===== src/rtl/multicycle_ctrl_fsm.sv =====
// Multi-cycle FETCH/DECODE/EXECUTE/MEMORY/WRITEBACK controller with a memory req/ready handshake and sticky FAULT.
// Define CTRL_PERF_CNT_EN to build the saturating retired/stall counters; otherwise both count ports read 0.
module multicycle_ctrl_fsm #(
  parameter int OPCODE_W = 5,
  parameter int TIMEOUT  = 15,
  parameter int CNT_W    = 16
) (
  input  logic                clk,
  input  logic                reset,
  input  logic [OPCODE_W-1:0] opcode,
  input  logic                mem_ready,
  input  logic                fault_clr,
  output logic                reg_write,
  output logic                branch,
  output logic                ALU_src,
  output logic                load,
  output logic                immediate_signal,
  output logic                mem_write,
  output logic                jump,
  output logic                PC_enable,
  output logic                IR_enable,
  output logic                mem_enable,
  output logic                reg_enable,
  output logic                mem_req,
  output logic                instr_done,
  output logic                fault,
  output logic [2:0]          state_out,
  output logic [CNT_W-1:0]    retired_cnt,
  output logic [CNT_W-1:0]    stall_cnt
);

  typedef enum logic [2:0] {
    S_FETCH     = 3'd0,
    S_DECODE    = 3'd1,
    S_EXECUTE   = 3'd2,
    S_MEMORY    = 3'd3,
    S_WRITEBACK = 3'd4,
    S_FAULT     = 3'd5
  } state_e;

  typedef enum logic [2:0] {
    C_RTYPE, C_ITYPE, C_BRANCH, C_JUMP, C_LOAD, C_STORE, C_ILLEGAL
  } class_e;

  localparam int WAIT_W = (TIMEOUT > 0) ? $clog2(TIMEOUT + 1) : 1;
  localparam logic [WAIT_W-1:0] WAIT_LAST = (TIMEOUT > 0) ? WAIT_W'(TIMEOUT - 1) : '0;

  function automatic class_e classify(input logic [OPCODE_W-1:0] op);
    class_e c;
    if (op[OPCODE_W-1])                                c = C_ITYPE;
    else if (op < OPCODE_W'(7))                        c = C_RTYPE;
    else if (op == OPCODE_W'(7) || op == OPCODE_W'(8)) c = C_BRANCH;
    else if (op == OPCODE_W'(9))                       c = C_LOAD;
    else if (op == OPCODE_W'(10))                      c = C_STORE;
    else if (op == OPCODE_W'(11))                      c = C_JUMP;
    else                                               c = C_ILLEGAL;
    return c;
  endfunction

  state_e              state_q, state_d;
  logic [OPCODE_W-1:0] opc_q;
  logic [WAIT_W-1:0]   wait_q, wait_d;
  class_e              cls_live, cls_lat;
  logic                waiting, timeout_hit;

  logic reg_write_c, branch_c, alu_src_c, load_c, imm_c, mem_write_c, jump_c;
  logic pc_en_c, ir_en_c, mem_en_c, reg_en_c, mem_req_c, done_c, fault_c;

  assign cls_live = classify(opcode);
  assign cls_lat  = classify(opc_q);

  always_comb begin
    state_d     = state_q;
    reg_write_c = 1'b0;
    branch_c    = 1'b0;
    alu_src_c   = 1'b0;
    load_c      = 1'b0;
    imm_c       = 1'b0;
    mem_write_c = 1'b0;
    jump_c      = 1'b0;
    pc_en_c     = 1'b0;
    ir_en_c     = 1'b0;
    mem_en_c    = 1'b0;
    reg_en_c    = 1'b0;
    mem_req_c   = 1'b0;
    done_c      = 1'b0;
    fault_c     = 1'b0;
    waiting     = (state_q == S_FETCH || state_q == S_MEMORY) && !mem_ready;
    // mem_ready in the final allowed cycle still advances normally
    timeout_hit = (TIMEOUT > 0) && waiting && (wait_q == WAIT_LAST);

    case (state_q)
      S_FETCH: begin
        mem_req_c = 1'b1;
        mem_en_c  = 1'b1;
        if (mem_ready) begin
          ir_en_c = 1'b1;
          state_d = S_DECODE;
        end else if (timeout_hit) begin
          state_d = S_FAULT;
        end
      end
      S_DECODE: begin
        reg_en_c = 1'b1;
        state_d  = (cls_live == C_ILLEGAL) ? S_FAULT : S_EXECUTE;
      end
      S_EXECUTE: begin
        case (cls_lat)
          C_RTYPE: begin
            alu_src_c = 1'b1;
            state_d   = S_WRITEBACK;
          end
          C_ITYPE: begin
            imm_c   = 1'b1;
            state_d = S_WRITEBACK;
          end
          C_BRANCH: begin
            alu_src_c = 1'b1;
            branch_c  = 1'b1;
            pc_en_c   = 1'b1;
            done_c    = 1'b1;
            state_d   = S_FETCH;
          end
          C_JUMP: begin
            jump_c  = 1'b1;
            pc_en_c = 1'b1;
            done_c  = 1'b1;
            state_d = S_FETCH;
          end
          C_LOAD, C_STORE: begin
            alu_src_c = 1'b1;
            state_d   = S_MEMORY;
          end
          default: state_d = S_FETCH;
        endcase
      end
      S_MEMORY: begin
        mem_req_c = 1'b1;
        mem_en_c  = 1'b1;
        if (cls_lat == C_LOAD) begin
          load_c = 1'b1;
          imm_c  = 1'b1;
        end else begin
          mem_write_c = 1'b1;
        end
        if (mem_ready) begin
          if (cls_lat == C_LOAD) begin
            state_d = S_WRITEBACK;
          end else begin
            pc_en_c = 1'b1;
            done_c  = 1'b1;
            state_d = S_FETCH;
          end
        end else if (timeout_hit) begin
          state_d = S_FAULT;
        end
      end
      S_WRITEBACK: begin
        reg_en_c    = 1'b1;
        reg_write_c = 1'b1;
        pc_en_c     = 1'b1;
        done_c      = 1'b1;
        state_d     = S_FETCH;
      end
      S_FAULT: begin
        fault_c = 1'b1;
        if (fault_clr) state_d = S_FETCH;
      end
      default: state_d = S_FETCH;
    endcase

    wait_d = (waiting && state_d == state_q) ? wait_q + 1'b1 : '0;
  end

  always_ff @(posedge clk or posedge reset) begin
    if (reset) begin
      state_q <= S_FETCH;
      opc_q   <= '0;
      wait_q  <= '0;
    end else begin
      state_q <= state_d;
      wait_q  <= wait_d;
      if (state_q == S_DECODE) opc_q <= opcode;
    end
  end

  // Every output is forced low for as long as reset is held, including mem_req in FETCH.
  assign reg_write        = reg_write_c & ~reset;
  assign branch           = branch_c    & ~reset;
  assign ALU_src          = alu_src_c   & ~reset;
  assign load             = load_c      & ~reset;
  assign immediate_signal = imm_c       & ~reset;
  assign mem_write        = mem_write_c & ~reset;
  assign jump             = jump_c      & ~reset;
  assign PC_enable        = pc_en_c     & ~reset;
  assign IR_enable        = ir_en_c     & ~reset;
  assign mem_enable       = mem_en_c    & ~reset;
  assign reg_enable       = reg_en_c    & ~reset;
  assign mem_req          = mem_req_c   & ~reset;
  assign instr_done       = done_c      & ~reset;
  assign fault            = fault_c     & ~reset;
  assign state_out        = reset ? 3'd0 : state_q;

`ifdef CTRL_PERF_CNT_EN
  logic [CNT_W-1:0] retired_q, stall_q;

  always_ff @(posedge clk or posedge reset) begin
    if (reset) begin
      retired_q <= '0;
      stall_q   <= '0;
    end else begin
      if (done_c && !(&retired_q)) retired_q <= retired_q + 1'b1;
      if (waiting && !(&stall_q))  stall_q   <= stall_q + 1'b1;
    end
  end

  assign retired_cnt = retired_q;
  assign stall_cnt   = stall_q;
`else
  assign retired_cnt = '0;
  assign stall_cnt   = '0;
`endif

endmodule


===== config.mk =====
export PLATFORM = sky130hd
export DESIGN_NAME = multicycle_ctrl_fsm
export DESIGN_NICKNAME = d
export VERILOG_FILES = /design/src/rtl/multicycle_ctrl_fsm.sv
export SDC_FILE = /design/constraint.sdc
export NUM_CORES = 1
export LEC_CHECK = 0
export ABC_AREA = 1
export CAP_MARGIN = 20
export CORE_UTILIZATION = 40
export CTS_CLUSTER_DIAMETER = 40
export DETAILED_ROUTE_END_ITERATION = 10
export PLACE_DENSITY = 0.81
export RECOVER_POWER = 25
export SLEW_MARGIN = 20
export SYNTH_ARGS = -nofsm -noshare
export SYNTH_HDL_FRONTEND = slang
export SYNTH_SLANG_ARGS = --single-unit

===== constraint.sdc =====
create_clock -name clk -period 2 [get_ports clk]
set_input_delay 0.5 -clock clk [delete_from_list [all_inputs] [get_ports clk]]
set_output_delay 0.5 -clock clk [all_outputs]
set_load 0.05 [all_outputs]

## Word-level counts from Yosys, hierarchy flattened

Cells that the tools add are included.

| operators by class | value |
|---|---|
| add/sub/neg operators | 1 |
| order comparisons | 2 |
| equal/unequal tests | 23 |
| mux-type cells | 43 |
| bitwise operators | 13 |
| reductions and logical operators | 15 |

Operators with widths:

| cell | count |
|---|---|
| 3-bit 2-to-1 mux | 19 |
| 5-bit by 4-bit == test with 1-bit output, second input constant | 8 |
| 1-bit 2-to-1 mux | 19 |
| 3-bit == test, second input constant | 5 |
| 3-bit case mux with 5 select lines | 1 |
| 1-bit bitwise AND | 12 |
| 3-bit by 2-bit == test with 1-bit output, second input constant | 4 |
| 5-bit by 3-bit == test with 1-bit output, second input constant | 2 |
| 5-bit by 3-bit less-than comparator with 1-bit output, second input constant | 2 |
| 2-bit OR reduction | 5 |
| 3-bit by 1-bit == test with 1-bit output, second input constant | 2 |
| 3-bit zero test | 2 |
| 3-bit case mux with 2 select lines | 1 |
| 4-bit by 1-bit adder with 4-bit output, second input constant | 1 |
| 4-bit == test, second input constant | 1 |
| 4-bit 2-to-1 mux | 1 |
| 4-bit OR reduction | 1 |
| 3-bit == test | 1 |
| 1-bit logical AND | 3 |
| 1-bit logical OR | 3 |
| 1-bit case mux with 3 select lines | 1 |
| 1-bit case mux with 2 select lines | 1 |
| 1-bit zero test | 1 |
| 1-bit inverter | 1 |

| word-level totals | value |
|---|---|
| register bits after elaboration | 12 |
| bits of input ports | 9 |
| output and inout port bits | 49 |
| logic and storage cells | 100 |

## Logic depth before layout (Yosys ltp)

Gate-level depths: netlist of run 1.

| depth | value |
|---|---|
| depth after elaboration | 14 |
| gate-level depth with buffers | 11 |
| mapped depth without buffers | 11 |

## Least setup slack after synthesis of run 1

No wires, ideal clock.

| timing | value |
|---|---|
| kind | reg2out |
| start | reg opc_q[2] |
| end | out instr_done |
| arrival | 2.147 ns |
| data required time | 1.500 ns |
| path slack | -0.647 ns |
| cell stages (with the launch flop) | 10 |
| path buffers | 1 |
| path through | dfrtp_1 -> inv_1 -> nand2_1 -> nor2_1 -> nand2_1 -> and2_1 -> nand2_1 -> nand2_1 -> a31oi_1 -> buf_4 |

| on the way | value |
|---|---|
| cells in the longest elaborated chain, start to end | 12 |
| elaborated cells between the ends (all ways) | 22 |
| those cells by class | order compare (1); eq/ne (8); mux (10); bitwise (1); reduce/logical (2) |

RTL lines:

| item | RTL line | source |
|---|---|---|
| from (decl) | 61 | `logic [OPCODE_W-1:0] opc_q;` |
| from (signal assigned) | 183 | `if (state_q == S_DECODE) opc_q <= opcode;` |
| 5-bit by 4-bit == test with 1-bit output | 55 | `else if (op == OPCODE_W'(11)) c = C_JUMP;` |
| 3-bit 2-to-1 mux | 55 |  |
| 3-bit 2-to-1 mux | 54 | `else if (op == OPCODE_W'(10)) c = C_STORE;` |
| 3-bit 2-to-1 mux | 53 | `else if (op == OPCODE_W'(9)) c = C_LOAD;` |
| 3-bit 2-to-1 mux | 52 | `else if (op == OPCODE_W'(7) \|\| op == OPCODE_W'(8)) c = C_BRANCH;` |
| 3-bit 2-to-1 mux (*) | 51 | `else if (op < OPCODE_W'(7)) c = C_RTYPE;` |
| 3-bit 2-to-1 mux (*) | 50 | `if (op[OPCODE_W-1]) c = C_ITYPE;` |
| 3-bit == test or 3-bit by 2-bit == test with 1-bit output (tied branches) | - |  |
| 1-bit 2-to-1 mux or 2-bit OR reduction (tied branches) | - |  |
| 1-bit 2-to-1 mux, on equally long branches | - |  |
| 1-bit case mux with 3 select lines (*) | - |  |
| 1-bit bitwise AND (*) | - |  |
| to (decl) | 25 | `output logic instr_done,` |

Mark *: on every way between the ends. The rest lies on a longest branch, timed or not.

## Worst setup path in the final report of run 1

| timing | value |
|---|---|
| start | reg opc_q[0] |
| end | out PC_enable |

| on the way | value |
|---|---|
| cells in the longest elaborated chain, start to end | 12 |
| elaborated cells between the ends (all ways) | 22 |
| those cells by class | order compare (1); eq/ne (8); mux (10); bitwise (1); reduce/logical (2) |

RTL lines:

| item | RTL line | source |
|---|---|---|
| 5-bit by 4-bit == test with 1-bit output | 55 |  |
| 3-bit 2-to-1 mux | 55 |  |
| 3-bit 2-to-1 mux | 54 |  |
| 3-bit 2-to-1 mux | 53 |  |
| 3-bit 2-to-1 mux | 52 |  |
| 3-bit 2-to-1 mux (*) | 51 |  |
| 3-bit 2-to-1 mux (*) | 50 |  |
| 3-bit == test or 3-bit by 2-bit == test with 1-bit output (tied branches) | 147, 108 |  |
| 1-bit 2-to-1 mux or 2-bit OR reduction (tied branches) | - |  |
| 1-bit 2-to-1 mux, on equally long branches | 146, 108 |  |
| 1-bit case mux with 3 select lines (*) | 92 | `case (state_q)` |
| 1-bit bitwise AND (*) | 195 | `assign PC_enable = pc_en_c & ~reset;` |
| to (decl) | 20 | `output logic PC_enable,` |

Marked as above.

==> results by group, run 1 <==
Run status
  – Status: complete, but fails checks
  – Failing checks: negative setup slack

Synth
  – Cell taking the most area after synthesis: dfrtp_1
  – EDFF count, synth: 0
  – Post-Synthesis Cells: 159
  – Register area share after synthesis: 26.82%
  – Synth top area share: 26.82%
  – Avg Cell Area, Syn: 7.043 µm²
  – Post-synth top flop: dfrtp_1
  – Synth top area cells: dfrtp_1 (27%), buf_4 (23%), nand2_1 (7.0%)
  – Mapped Area: 1120 µm²
  – Seq cells post-synth: 12
  – Synth unique cells: 26
  – Ys async rst share: 100.0%
  – Yosys warning total: 0

CTS
  – CTS Buf Count: 3
  – Clock Path Buffers: 2
  – TritonCTS Sinks: 12
  – Root buf cell: clkbuf_4
  – Clock-pin slew of the registers on the worst-case setup and hold paths: 90 ps
  – TritonCTS clock tree: built
  – Latest clock arrival within the worst-skew pair: 300 ps
  – H-tree depth: 1

Detailed routing
  – Vias: 1269
  – Final WL: 3793 µm
  – Antenna-violating nets left: 0
  – Drt wl/cell: 15.29 µm
  – DRT Pass-1 Iters: 4
  – Via-to-Cell Ratio: 5.117
  – DR iter-0 viols: 34
  – DRC: 0

Setup path
  – CP max FO: 4
  – Startpoint Class: flip-flop
  – CP Class: flip-flop to primary output
  – CP arrival: 1720 ps
  – Worst Path Required: 1500 ps
  – CP endpoint kind: primary output

Final layout
  – Share of cells above drive strength 1: 50.46%
  – # diodes: 0
  – Area Growth Syn to Fin: 71.17%
  – Finished Layout Cells: 248
  – Filler cells: 162
  – Final #Nets: 230

Pwr
  – Power consumption: 2.674 mW
  – Worst IR Drop VDD: 0.001102 V
  – LEAKAGE: 0.8989 nW
  – PwrDens: 1395 nW/µm²

Timing
  – Slew headroom: 53.53%
  – Hold Fails Final Rpt: 0
  – Post-route setup slack: -219.8 ps
  – Minimum clock period: 2220 ps
  – Slew Limit Fails: 0
  – RSZ-0062 raised after global routing: true
  – Fin Setup TNS: -1065 ps
  – Period utilisation layout: 111.0%
  – Worst Tran Pin Value: 697.0 ps
  – Clock skew: 8.638 ps
  – WHS: 536.2 ps
  – Fmax: 450.5 MHz
  – Final setup violation count: 8

Placed design
  – DP Worst Slack: -92.97 ps
  – Placed Cells: 217
  – Gp weighted congestion: 0.8451
  – IO buf count: 25
  – Post-DP HPWL: 2036 µm

Floorplan
  – Total I/O pin count: 58
  – Die Ht: 54.91 µm
  – CORE AREA: 2567 µm²
  – Starting Density: 43.62%
  – DIE AREA: 3015 µm²
  – Die width: 54.91 µm
  – Std-Cell Rows: 18

Run
  – Max_cap viols: 0

Hold path
  – Worst min path class: flip-flop to flip-flop

Global route
  – Largest net degree at the start of global routing: 13
  – Initial antenna violation count: 0
  – Gr usage total: 25.27%
  – First-pass GRT wire length: 5175 µm
  – Vias in the first global route: 1216
  – GRT overflow: 0
## where the power goes
group          internal [mW]  leakage [nW]  total (mW)  switching, mW
Combinational          0.832         0.729        1.99           1.15
Clock                  0.111        0.0210       0.214          0.103
Sequential             0.337         0.149       0.475          0.138
Total                   1.28         0.899        2.67           1.39
## flip-flops by register name (all words and copies together) (netlist names)
register,flops
wait_q,4
state_q,3
opc_q,5
## per-layer routing
metal	wire [µm]	global-route usage [%]	part of all wire, %	vias up
met2	1875	41.37	49	105
met3	380	5.738	10	23
li1	-	-	-	561
met5	0	0	0	-
met4	181	19.58	4.8	0
met1	1355	28.16	36	580
## Yosys cell counts, drive strengths merged, types with 2 or more instances
| master | n |
|---|---|
| ha | 2 |
| buf | 34 |
| o211ai | 2 |
| nor3 | 4 |
| a21oi | 5 |
| nand3 | 11 |
| nand4 | 2 |
| o21ai | 7 |
| nand2 | 28 |
| nor2 | 23 |
| dfrtp | 12 |
| inv | 20 |
## what timing repair did
action / 4_1_cts / 5_1_grt
hold buffers: 0 / 0
pin swaps: 9 / 12
cloned: 0 / 0
resized for setup: 24 / 24
setup endpoints to repair: 17 / 14
setup buffers: 23 / 8
## kinds of logic (layout without fill, tap and decap cells)
family | count (synthesis) | after routing | synth area share (%)
AND/OR/NAND/NOR | 70 | 70 | 29.94
buffers and inverters | 55 | 83 | 30.06
AO/OA/AOI/OAI | 17 | 17 | 9.051
flip-flops | 12 | 12 | 26.82
adder cells (fa/ha/maj) | 2 | 2 | 2.234
XOR/XNOR | 2 | 2 | 1.565
other | 1 | 32 | 0.3349
## worst paths after layout
check | from | end | cells past startpoint | slack, ps
worst min register to register | wait_q[0] | wait_q[0] | 1 | 540
worst max-delay path | opc_q[0] | PC_enable | 7 | -220
worst max register to register | opc_q[2] | opc_q[2] | 12 | 180
max in group asynchronous | reset | state_q[1] | 3 | 920
min in group asynchronous | reset | state_q[2] | 3 | 590
worst min-delay path | wait_q[0] | wait_q[0] | 1 | 540
## placed cells by master (no fill, tap or decap), types with 2 or more instances in the layout
cell type,n
nor2_2,5
dfrtp_2,5
buf_4,30
a21oi_4,2
buf_12,18
ha_1,2
clkdlybuf4s50_1,7
nand2_4,2
buf_6,2
nand3_2,5
nand2_2,11
dfrtp_1,7
nand2_1,15
a21oi_1,2
clkbuf_4,3
inv_2,10
nor3_4,3
o21ai_0,6
nand3_1,6
inv_1,9
o211ai_1,2
nor2_4,5
conb_1,32
nand4_1,2
nor2_1,13
## critical path, cell delays in order, from the launching register on
cell	delay, ps
dfrtp_1	440
nor2_1	210
nand2_1	110
and2_4	160
nand2_2	60
nand2_2	70
a31oi_4	210
buf_12	170
## area by class of cell
type / count / area [µm²] / area share (%)
flip-flops and latches: 12 / 306.5 / 15.99
well taps: 30 / 37.54 / 1.958
clock buffers: 4 / 36.28 / 1.893
inverters: 20 / 77.57 / 4.047
multi-input cells: 123 / 768.2 / 40.08
repair buffers: 59 / 690.7 / 36.03
## per-stage QoR
step / area (µm²) / utilization (%)
after floorplan: 1285 / -
after global placement: 1549 / 60.33
after detailed placement: 1549 / 60.33
after CTS: 1817 / 70.76
after global routing: 1917 / 74.66
final: 1917 / 74.66
No activity file was read; power rests on OpenSTA's default activity.
==> run 2: changes to the inputs <==
--- a/config.mk
+++ b/config.mk
@@ -11,4 +11,5 @@
 export CTS_CLUSTER_DIAMETER = 40
 export DETAILED_ROUTE_END_ITERATION = 10
+export GPL_ROUTABILITY_DRIVEN = 0
 export PLACE_DENSITY = 0.81
 export RECOVER_POWER = 25
==> constraint.sdc (replaced) <==
create_clock -name clk -period 2 [get_ports clk]
set_input_delay 0.3 -clock clk [delete_from_list [all_inputs] [get_ports clk]]
set_output_delay 0.3 -clock clk [all_outputs]
set_load 0.05 [all_outputs]
==> run 2 against run 1 <==
The flow still finishes with violations (negative setup slack). Via count fell by 12%. Design area fell by 13%. Die area did not move. Clock power fell by 6%. Cell count fell by 8.1%. Power fell by 17%. Critical endpoint is now instr_done.
==> results by group, run 2 (synthesis results as in run 1) <==
Run status
  – Status: complete, but fails checks
  – Failing checks: negative setup slack

CTS
  – Clock-pin slew of the registers on the worst-case setup and hold paths: 80 ps (about the same)
  – H-tree depth: 1 (unchanged)
  – Latest clock arrival within the worst-skew pair: 280 ps (-20 ps)
  – CTS Buf Count: 3 (unchanged)
  – TritonCTS Sinks: 12 (unchanged)
  – Root buf cell: clkbuf_4
  – Hold-fix buffers, CTS: 0 (unchanged)
  – TritonCTS clock tree: built
  – Clock Path Buffers: 2 (unchanged)

Final layout
  – Footprint of the multi-input gates: 681.9 µm² (-11%)
  – Finished Layout Cells: 228 (-8.1%)
  – Top Registers: opc_q: 5 flops, wait_q: 4 flops, state_q: 3 flops
  – # diodes: 0 (unchanged)
  – Filler cells: 200 (+23%)
  – Final #Nets: 210 (-8.7%)
  – Commonest non-fill, non-tap cell in the layout: conb_1
  – Reg with most FFs: opc_q
  – Post-route cell area: 1664 µm² (-13%)
  – Max reg flops: 5 (unchanged)
  – Register Area: 304.0 µm² (-0.82%)
  – Area Growth Syn to Fin: 48.60%
  – Commonest non-fill, non-tap cells in the layout: conb_1 (32), nor2_1 (18), inv_1 (17), nand2_1 (17), buf_12 (16)
  – Share of cells above drive strength 1: 34.34% (-16 points)

Setup path
  – Worst setup path startpoint: opc_q[1]
  – Reg2reg setup slack: 390 ps (+210 ps)
  – Crit-path cells: nand2_2, inv_2, nand3_1, and2_4, nand2_1, nand2_2, a31oi_4, buf_12
  – Worst Path Required: 1700 ps (+200 ps)
  – Reg2Reg Capture Point: wait_q[0]
  – Worst R2R Start: state_q[1]
  – Crit path to: instr_done
  – CP max stage cell: dfrtp_1
  – CP Class: flip-flop to primary output
  – CP arrival: 1730 ps (about the same)
  – CP endpoint kind: primary output
  – Most common cell on crit path: nand2_2
  – FF-to-FF path depth: 9 (-3)
  – CP max FO: 4 (unchanged)
  – CP max stage delay: 430 ps (about the same)
  – Startpoint Class: flip-flop

Global route
  – Initial antenna violation count: 0 (unchanged)
  – GRT overflow: 0 (unchanged)
  – Largest net degree at the start of global routing: 13 (unchanged)
  – Vias in the first global route: 947 (-22%)
  – Gr usage total: 20.34% (-4.9 points)
  – First-pass GRT wire length: 4326 µm (-16%)

Placed design
  – IO buf count: 25 (unchanged)
  – Placed Cells: 213 (-1.8%)
  – Post-DP HPWL: 1934 µm (-5.0%)
  – Area after DPL: 1481 µm² (-4.4%)

Floorplan
  – Die Ht: 54.91 µm (unchanged)
  – Total I/O pin count: 58 (unchanged)
  – DIE AREA: 3015 µm² (unchanged)
  – Std-Cell Rows: 18 (unchanged)
  – Die width: 54.91 µm (unchanged)
  – CORE AREA: 2567 µm² (unchanged)
  – Starting Density: 43.62% (unchanged)

Run
  – Max_cap viols: 0 (unchanged)

Timing
  – Period utilisation layout: 101.6% (-9.4 points)
  – Slew Limit Fails: 0 (unchanged)
  – Final setup violation count: 5 (-3)
  – Fmax: 492.0 MHz (+9.2%)
  – Hold Fails Final Rpt: 0 (unchanged)
  – RSZ-0062 raised after global routing: true
  – Minimum clock period: 2033 ps (-187.1 ps)
  – Slew headroom: 54.02% (+0.49 points)
  – Post-route setup slack: -32.65 ps (+187.1 ps)
  – Clock skew: 0.8158 ps (-7.823 ps)
  – Worst Tran Pin Value: 689.7 ps (-7.295 ps)

Pwr
  – LEAKAGE: 0.7923 nW (-12%)
  – Power consumption: 2.220 mW (-17%)
  – Worst IR Drop VDD: 0.0008982 V (-19%)
  – PwrDens: 1334 nW/µm² (-4.4%)

Detailed routing
  – Via-to-Cell Ratio: 4.890 (-4.4%)
  – Final WL: 2918 µm (-23%)
  – Vias: 1115 (-12%)
  – DR iter-0 viols: 46 (+35%)
  – Antenna-violating nets left: 0 (unchanged)
  – Drt wl/cell: 12.80 µm (-16%)
  – DRT Pass-1 Iters: 4 (unchanged)
  – DRC: 0 (unchanged)

Hold path
  – Worst min path class: flip-flop to flip-flop
[run 2: per-layer routing]
metal	up-vias	track usage, %	share of wire [%]
met2	68	32.73	50
met1	522	26.92	40
met4	0	8.333	2.4
met5	-	0	0
met3	9	3.279	7.8
li1	516	-	-
[run 2: cell type report]
class	instances	area share (%)
clock buffer	4	2.180
multi-input combinational	123	40.98
timing repair buffer	39	31.65
tap	30	2.256
inverter	20	4.662
sequential	12	18.27
[run 2: critical path: cells and delay by family (launching register included)]
kind	cells	cell delay, ps
AND/OR/NAND/NOR	5	540
flip-flops	1	430
buffers and inverters	2	260
AO/OA/AOI/OAI	1	210
[run 2: how the worst min path moves through the flow]
stage	endpoint	startpoint	cells after the start
after floorplan	opc_q[0]	reset	1
after global placement	wait_q[0]	wait_q[0]	1
after detailed placement	wait_q[0]	wait_q[0]	1
after CTS	opc_q[3]	reset	3
after global routing	wait_q[0]	wait_q[0]	1
final	wait_q[0]	wait_q[0]	1
[run 2: power by group]
part	switching (mW)	leakage (nW)	internal, mW
clock	0.0913	0.0210	0.111
sequential	0.128	0.152	0.334
combinational	0.962	0.620	0.595
total	1.18	0.792	1.04
[run 2: metrics by stage]
step	worst slack [ps]	hold slack (ps)	setup TNS [ps]	util [%]
finish	-32.65	497.4	-101.7	64.81
global route	-79.86	523.4	-523.1	64.81
global placement	206.8	472.9	0	57.70
CTS	-8.080	462.6	-19.22	61.40
detailed placement	172.1	484.7	0	57.70
floorplan	-123.6	172.6	-123.6	-
[run 2: what timing repair did]
item / 4_1_cts / 5_1_grt
cloned: 0 / 0
resized for setup: 4 / 16
endpoints found under the setup margin: 3 / 8
pin swaps: 2 / 5
setup buffers: 6 / 5
==> run 3: changes to the inputs <==
Settings changed: GPL_ROUTABILITY_DRIVEN 0 to default, SETUP_SLACK_MARGIN from default to 0.3, SLEW_MARGIN 20 to default.
==> run 3 against run 2 <==
The run still ends with negative setup slack left. Power is 20% higher. Via count is 8.3% higher. First-iteration DRC count is 6.5% higher. Critical endpoint is now PC_enable. Largest power group unchanged.
==> results by group, run 3 (synthesis results as in run 1) <==
Run status
  – Failing checks: negative setup slack
  – Status: complete, but fails checks

Setup path
  – CP endpoint kind: primary output
  – Most common cell on crit path: nand2_2
  – CP max FO: 4 (unchanged)
  – Worst setup path startpoint: opc_q[1]
  – Worst R2R Start: state_q[0]
  – CP arrival: 1780 ps (+50 ps)
  – Startpoint Class: flip-flop
  – CP Class: flip-flop to primary output
  – WP buf/inv: 2 (unchanged)
  – CP max stage cell: dfrtp_1
  – Worst Path Required: 1700 ps (about the same)
  – Crit-path cells: nand2_2, inv_2, nand3_1, and2_4, nand2_2, nand2_2, a31oi_4, buf_12
  – Worst path top cell family by delay: simple AND/OR/NAND/NOR gates
  – CP max stage delay: 430 ps (about the same)

Detailed routing
  – Vias: 1208 (+8.3%)
  – Final WL: 3832 µm (+31%)
  – DR iter-0 viols: 49 (+6.5%)
  – DRT Pass-1 Iters: 4 (unchanged)
  – DRT met1 WL: 1394 µm (+20%)
  – Drt wl/cell: 15.90 µm (+24%)
  – Met2 Wirelength: 1994 µm (+37%)
  – DRC: 0 (unchanged)
  – Max Used Layer: met4
  – Via-to-Cell Ratio: 5.012 (+2.5%)
  – Met3 wire len: 273 µm (+20%)
  – Antenna-violating nets left: 0 (unchanged)

Timing
  – RSZ-0062 raised after global routing: true
  – Slew headroom: 52.64% (-1.4 points)
  – Worst Tran Pin Value: 710.4 ps (+20.69 ps)
  – Post-route setup slack: -76.23 ps (-43.58 ps)
  – Clock skew: 4.011 ps (+3.195 ps)
  – Minimum clock period: 2076 ps (+43.58 ps)
  – Fmax: 481.6 MHz (-2.1%)
  – Period utilisation layout: 103.8% (+2.2 points)
  – Hold Fails Final Rpt: 0 (unchanged)
  – Slew Limit Fails: 0 (unchanged)
  – Final setup violation count: 3 (-2)

Final layout
  – Post-route cell area: 1894 µm² (+14%)
  – Final #Nets: 223 (+6.2%)
  – Max reg flops: 5 (unchanged)
  – Reg with most FFs: opc_q
  – Area Growth Syn to Fin: 69.16%
  – Commonest non-fill, non-tap cell in the layout: conb_1
  – Filler cells: 174 (-13%)
  – Commonest non-fill, non-tap cells in the layout: conb_1 (32), buf_4 (24), buf_12 (17), nand2_1 (14), nor2_1 (10)
  – Top Registers: opc_q: 5 flops, wait_q: 4 flops, state_q: 3 flops
  – # diodes: 0 (unchanged)
  – Fin util: 73.78% (+9.0 points)
  – Share of cells above drive strength 1: 50.24% (+16 points)

Floorplan
  – CORE AREA: 2567 µm² (unchanged)
  – Die width: 54.91 µm (unchanged)
  – DIE AREA: 3015 µm² (unchanged)
  – Starting Density: 43.62% (unchanged)
  – Std-Cell Rows: 18 (unchanged)
  – Total I/O pin count: 58 (unchanged)
  – Die Ht: 54.91 µm (unchanged)

Hold path
  – Hold_sp: wait_q[0]
  – Worst min path class: flip-flop to flip-flop

Pwr
  – Worst IR Drop VDD: 0.001064 V (+18%)
  – LEAKAGE: 0.8805 nW (+11%)
  – PwrDens: 1409 nW/µm² (+5.6%)

CTS
  – TritonCTS clock tree: built
  – Latest clock arrival within the worst-skew pair: 290 ps (about the same)
  – Clock-pin slew of the registers on the worst-case setup and hold paths: 80 ps (about the same)
  – Clock Path Buffers: 2 (unchanged)
  – Hold-fix buffers, CTS: 0 (unchanged)
  – Root buf cell: clkbuf_4
  – H-tree depth: 1 (unchanged)
  – TritonCTS Sinks: 12 (unchanged)
  – CTS Buf Count: 3 (unchanged)

Global route
  – First-pass GRT wire length: 5278 µm (+22%)
  – Vias in the first global route: 1132 (+20%)
  – Gr usage total: 25.69% (+5.3 points)
  – GRT overflow: 0 (unchanged)
  – Initial antenna violation count: 0 (unchanged)
  – Largest net degree at the start of global routing: 13 (unchanged)

Run
  – Max_cap viols: 0 (unchanged)

Placed design
  – Post-DP HPWL: 2066 µm (+6.8%)
  – IO buf count: 25 (unchanged)
  – Area after DPL: 1520 µm² (+2.6%)
  – Gp weighted congestion: 0.8950
## run 3: changes by cell type in the layout (fill, tap and decap cells not counted), moves of 3 or more
cell and change:
buf_4 +11, inv_1 -8, nor2_1 -8, inv_2 +7
nand2_4 +5, nor2_4 +5, nand2_1 -3, nor2_2 +3
## run 3: per-stage QoR
stage	setup TNS [ps]	total power [mW]	worst slack, ps	hold slack (ps)	cells
after CTS	0	2.368	22.24	327.7	238
after floorplan	0	1.373	43.14	172.6	190
after global placement	0	1.735	198.5	476.3	214
after global routing	-437.1	2.777	-143.9	529.0	241
after detailed placement	0	1.768	140.1	482.0	214
final	-179.5	2.668	-76.23	501.1	241
## run 3: repair_timing
action                                  in CTS  in global routing
endpoints found under the setup margin      14                 16
resized for setup                           32                 25
pin swaps                                   13                 11
setup buffers                               20                  3
## run 3: layout make-up
| cell class | instances | area, µm² | area share (%) |
|---|---|---|---|
| inverters | 20 | 80.08 | 4.227 |
| multi-input cells | 123 | 805.8 | 42.54 |
| well taps | 30 | 37.54 | 1.982 |
| repair buffers | 52 | 628.1 | 33.16 |
| clock buffers | 4 | 36.28 | 1.915 |
| flip-flops and latches | 12 | 306.5 | 16.18 |
## run 3: path summary, 6_finish.rpt
check	endpoint	slack, ps	depth (start not counted)
worst min register to register	wait_q[0]	500	1
worst min-delay path	wait_q[0]	500	1
max in group asynchronous	opc_q[4]	950	3
worst max-delay path	PC_enable	-80	8
min in group asynchronous	wait_q[1]	560	3
worst max register to register	wait_q[1]	390	10
## run 3: metal layers
| metal | up-vias | GRT usage, % |
|---|---|---|
| met2 | 70 | 47.39 |
| met3 | 20 | 3.279 |
| met4 | 0 | 11.25 |
| li1 | 537 | - |
| met5 | - | 0 |
| met1 | 581 | 29.19 |
## run 3: power by group
group          internal, mW  switching (mW)  total, mW
Combinational         0.808            1.17       1.98
Sequential            0.337           0.145      0.482
Clock                 0.111          0.0954      0.207
